**src/rtl/seg_memory.sv**
```systemverilog
// MEM pipeline stage: word-addressed data memory with MEM/WB output registers,
// branch resolution and a combinational debug read port.
module seg_memory #(
  parameter int LEN        = 32,
  parameter int NB_ADDR    = 5,
  parameter int NB_CTRL_WB = 2,
  parameter int NB_CTRL_M  = 3,
  parameter int NB_DEPTH   = 5
) (
  input  logic                  i_clk,
  input  logic                  i_rst,
  input  logic [LEN-1:0]        i_ALU_result,
  input  logic [LEN-1:0]        i_write_data,
  input  logic [NB_ADDR-1:0]    i_write_register,
  input  logic                  i_ALU_zero,
  input  logic [NB_CTRL_WB-1:0] i_ctrl_wb_bus,
  input  logic [NB_CTRL_M-1:0]  i_ctrl_mem_bus,
  input  logic                  i_stall,
  input  logic [NB_DEPTH-1:0]   i_dbg_addr,
  output logic [LEN-1:0]        o_read_data,
  output logic [LEN-1:0]        o_ALU_result,
  output logic [NB_ADDR-1:0]    o_write_register,
  output logic [NB_CTRL_WB-1:0] o_ctrl_wb_bus,
  output logic                  o_PCSrc,
  output logic [LEN-1:0]        o_dbg_data
);
  localparam int DEPTH = 1 << NB_DEPTH;

  logic [LEN-1:0]        mem_q [DEPTH];
  logic [LEN-1:0]        read_data_q, read_data_d;
  logic [LEN-1:0]        alu_q;
  logic [NB_ADDR-1:0]    wreg_q;
  logic [NB_CTRL_WB-1:0] wb_q;

  logic [NB_DEPTH-1:0] idx;
  logic                branch, mem_read, mem_write;

  // Byte address -> word index; upper bits drop so accesses wrap.
  assign idx       = i_ALU_result[NB_DEPTH+1:2];
  assign branch    = i_ctrl_mem_bus[2];
  assign mem_read  = i_ctrl_mem_bus[1];
  assign mem_write = i_ctrl_mem_bus[0];

  assign o_PCSrc     = branch & i_ALU_zero;
  assign o_dbg_data  = mem_q[i_dbg_addr];

  // Sampled from the pre-edge array, so a combined read+write returns old data.
  assign read_data_d = mem_read ? mem_q[idx] : '0;

  always_ff @(posedge i_clk or negedge i_rst) begin
    if (!i_rst) begin
      for (int i = 0; i < DEPTH; i++) mem_q[i] <= '0;
    end else if (!i_stall && mem_write) begin
      mem_q[idx] <= i_write_data;
    end
  end

  always_ff @(posedge i_clk or negedge i_rst) begin
    if (!i_rst) begin
      read_data_q <= '0;
      alu_q       <= '0;
      wreg_q      <= '0;
      wb_q        <= '0;
    end else if (!i_stall) begin
      read_data_q <= read_data_d;
      alu_q       <= i_ALU_result;
      wreg_q      <= i_write_register;
      wb_q        <= i_ctrl_wb_bus;
    end
  end

  assign o_read_data      = read_data_q;
  assign o_ALU_result     = alu_q;
  assign o_write_register = wreg_q;
  assign o_ctrl_wb_bus    = wb_q;
endmodule

```
**config.mk**
```make
export PLATFORM = sky130hd
export DESIGN_NAME = seg_memory
export DESIGN_NICKNAME = d
export VERILOG_FILES = /design/src/rtl/seg_memory.sv
export SDC_FILE = /design/constraint.sdc
export NUM_CORES = 2
export LEC_CHECK = 0
export CAP_MARGIN = 20
export CORE_ASPECT_RATIO = 1.2
export CORE_MARGIN = 2
export CORE_UTILIZATION = 50
export DETAILED_ROUTE_END_ITERATION = 12
export GPL_TIMING_DRIVEN = 0
export PLACE_DENSITY = 0.67
export SETUP_SLACK_MARGIN = 0.3
export SLEW_MARGIN = 20
export SYNTH_ARGS = -nofsm -noshare
export SYNTH_HDL_FRONTEND = slang
export SYNTH_SLANG_ARGS = --single-unit
export TNS_END_PERCENT = 50
```
**constraint.sdc**
```tcl
create_clock -name i_clk -period 2.2 [get_ports i_clk]
set_input_delay 0.22 -clock i_clk [delete_from_list [all_inputs] [get_ports i_clk]]
set_output_delay 0.22 -clock i_clk [all_outputs]
set_load 0.005 [all_outputs]
```
==> impl_metrics.yaml <==
logic_synthesis:
  synth_cell_types: 38
  synth-seq-area-share_pct: 48.2
  yosysWarnings: 0
  netlist_area_um2: 56900
  syn_inst: 4000
  synth_commonest_cells: "dfrtp_1 (1095), mux2_2 (1027), mux2i_1 (576)"
  synth-main-ff-cell: "dfrtp_1"
  synth_top_cell_by_area: "dfrtp_1"
  ys_seq_elements: 1095
  syn-mean-instance-area_um2: 14.2
  synth_edf_count: 0
  syn_nets: 4083
  yosys-top-cells-area: "dfrtp_1 (48%), mux2_2 (20%), mux2i_1 (10%), mux4_2 (10%), o22ai_1 (2.8%)"
  yosysMostFrequentCell: "dfrtp_1"
  synth_top_area_share_pct: 48.2
  async_reset_ff_share_pct: 100
cts:
  path_clk_slew_ns: 0.06
  clockBufferDepth: 3
  htree_levels: 3
  insertion_delay_ns: 0.77
  cts_tree: "yes"
  clock_sinks: 1095
  cts_made_buffers: 114
  root_buffer: "clkbuf_16"
grt:
  grt_pass1_wl_um: 309000
  grt_max_degree: 145
  grt_antenna_before_repair: 9
  grt_use_total_pct: 37.7
  overflow: 0
  grt_pass1_vias: 41885
timing:
  setup-violations-final: 32
  fin_crit_sh_pct: 117
  slew_headroom_pct: 26.0
  rsz0062_at_grt: "true"
  max_freq_mhz: 387
  hold_violations: 448
  post-route-min-period_ns: 2.58
  drv_slew: 0
  worst_slack_ns: -0.384
  worst_hold_slack_ns: -0.638
  finalClockSkew_ns: 0.0323
  tightest_slew_ns: 1.11
place:
  dpl_cell_area_um2: 60900
  dpl.hpwl_um: 144000
  place.gp.congestion: 0.975
  io_buffers: 181
  place_ws_ns: -1.74
cells_and_area:
  layout-drive-gt1-share_pct: 46.5
  utilization_pct: 59.8
  final_net_count: 4553
  syn_to_final_growth_pct: 18.6
  stdcell_area_um2: 67400
critical_path:
  cp_max_fo: 2
  slowest_stage: "mux4_2"
  end_kind: "output port"
  cpPeakStageDelay_ns: 0.50
  path_cells: "mux4_2 > mux2i_4 > a22o_1 > a21oi_2 > buf_2"
  worst_setup_path_start_kind: "flip-flop"
  path_class: "reg -> out"
  arrival_ns: 2.36
  cp.required_ns: 1.98
die:
  rows: 135
  dieArea_um2: 116000
  die_height_um: 373
  coreArea_um2: 113000
  start_util_pct: 50.4
  io_pins: 187
  die_w_um: 312
run_status:
  violations: "hold timing, setup timing"
  status: "finished with violations"
routing:
  routed_wl_um: 223000
  via_per_inst: 6.82
  first_pass_iters: 6
  final_antenna_net_count: 0
  drt_iter0_drc: 4903
  wl_per_cell_um: 36.6
  vias: 41424
  drc: 0
power:
  p_total_mw: 55.5
  p_per_area_nw_per_um2: 823
  p_leak_nw: 31.2
  irDropWorstVdd_mv: 0.713
run:
  maxCapViolations: 0
worst_hold_path:
  hold_path.class: "in -> async"
## kinds of logic (layout without fill, tap and decap cells)
logic type	Yosys count	count (layout)	synth area share (%)
multiplexers	1895	1895	41.3
AND/OR/NAND/NOR	172	172	1.91
AO/OA/AOI/OAI	416	416	5.00
buffers and inverters	422	986	3.60
flip-flops	1095	1095	48.2
other	0	4	0
## final timing paths
check | startpoint | endpoint | cells after the start | slack (ns)
worst max-delay path | mem_q[141]$_DFFE_PN0P_ | o_dbg_data[13] | 5 | -0.38
worst min-delay path | i_rst | mem_q[145]$_DFFE_PN0P_ | 1 | -0.64
worst max register to register | mem_q[47]$_DFFE_PN0P_ | o_read_data[15]$_DFFE_PN0N_ | 6 | 0.33
worst min register to register | o_ALU_result[14]$_DFFE_PN0N_ | o_ALU_result[14]$_DFFE_PN0N_ | 1 | 0.50
max in group asynchronous | i_rst | mem_q[900]$_DFFE_PN0P_ | 4 | 0.68
min in group i_clk | i_ALU_result[23] | o_ALU_result[23]$_DFFE_PN0N_ | 2 | 0.08
## repair_timing
action | in CTS | in global routing
setup buffers | 127 | 29
setup endpoints to repair | 938 | 273
gates resized for setup | 508 | 87
endpoints found under the hold margin | 563 | 105
pin swaps | 76 | 27
## metrics by stage
step / hold WS, ns / cells / TNS (ns)
floorplan: -0.0756 / 4000 / 0
global placement: 0.485 / 5688 / -
finish: -0.638 / 6075 / -8.14
CTS: -0.625 / 6033 / -8.28
detailed placement: 0.162 / 5696 / -800.93
global route: -0.586 / 6072 / -9.10
## critical path: cells and delay by family (launching register included)
family          cells  cell delay [ns]
buf+inv             1             0.16
flops               1             0.38
compound gates      2             0.28
mux                 2             0.80
## per-layer routing
metal	vias to the layer above	routed length (µm)	GRT usage (%)
met5	-	300	1.40
met2	2693	99300	56.9
met1	21517	81300	45.9
met3	871	23600	11.7
met4	14	18000	26.7
li1	16329	-	-
## registers in the layout, summed over array words and instances (netlist names)
| signal | count |
|---|---|
| o_write_register | 5 |
| o_read_data | 32 |
| mem_q | 1024 |
| o_ALU_result | 32 |
| o_ctrl_wb_bus | 2 |
## report_power, final
part | internal, mW | total [mW] | switching, mW
clock | 11.8 | 20.6 | 8.73
combinational | 5.37 | 10.2 | 4.86
sequential | 22.8 | 24.7 | 1.91
total | 40.0 | 55.5 | 15.5
## area by class of cell
class | count | area, µm²
clock buffer | 163 | 3350
sequential | 1095 | 27400
timing repair buffer | 354 | 3140
multi-input combinational | 2483 | 28200
tap | 1507 | 1890
clock inverter | 47 | 559
antenna | 4 | 10.0
buffer | 422 | 2910
fill | 9032 | 45400
## cells in the final DEF, fill, tap and decap left out, types with 11 or more instances in the layout
master	n
a21oi_2	32
a221oi_2	18
a221oi_4	14
a22o_1	64
a22oi_1	24
buf_2	112
buf_4	242
buf_6	54
bufinv_16	11
clkbuf_1	124
clkbuf_16	116
clkbuf_2	42
clkbuf_4	26
clkbuf_8	38
clkdlybuf4s50_1	133
clkinv_2	27
dfrtp_1	1089
mux2_1	36
mux2_2	1027
mux2i_1	564
mux4_2	256
nand2_1	44
nor4_1	50
nor4_2	14
o22ai_1	254
Note: power is estimated with default switching activity, not from simulation.
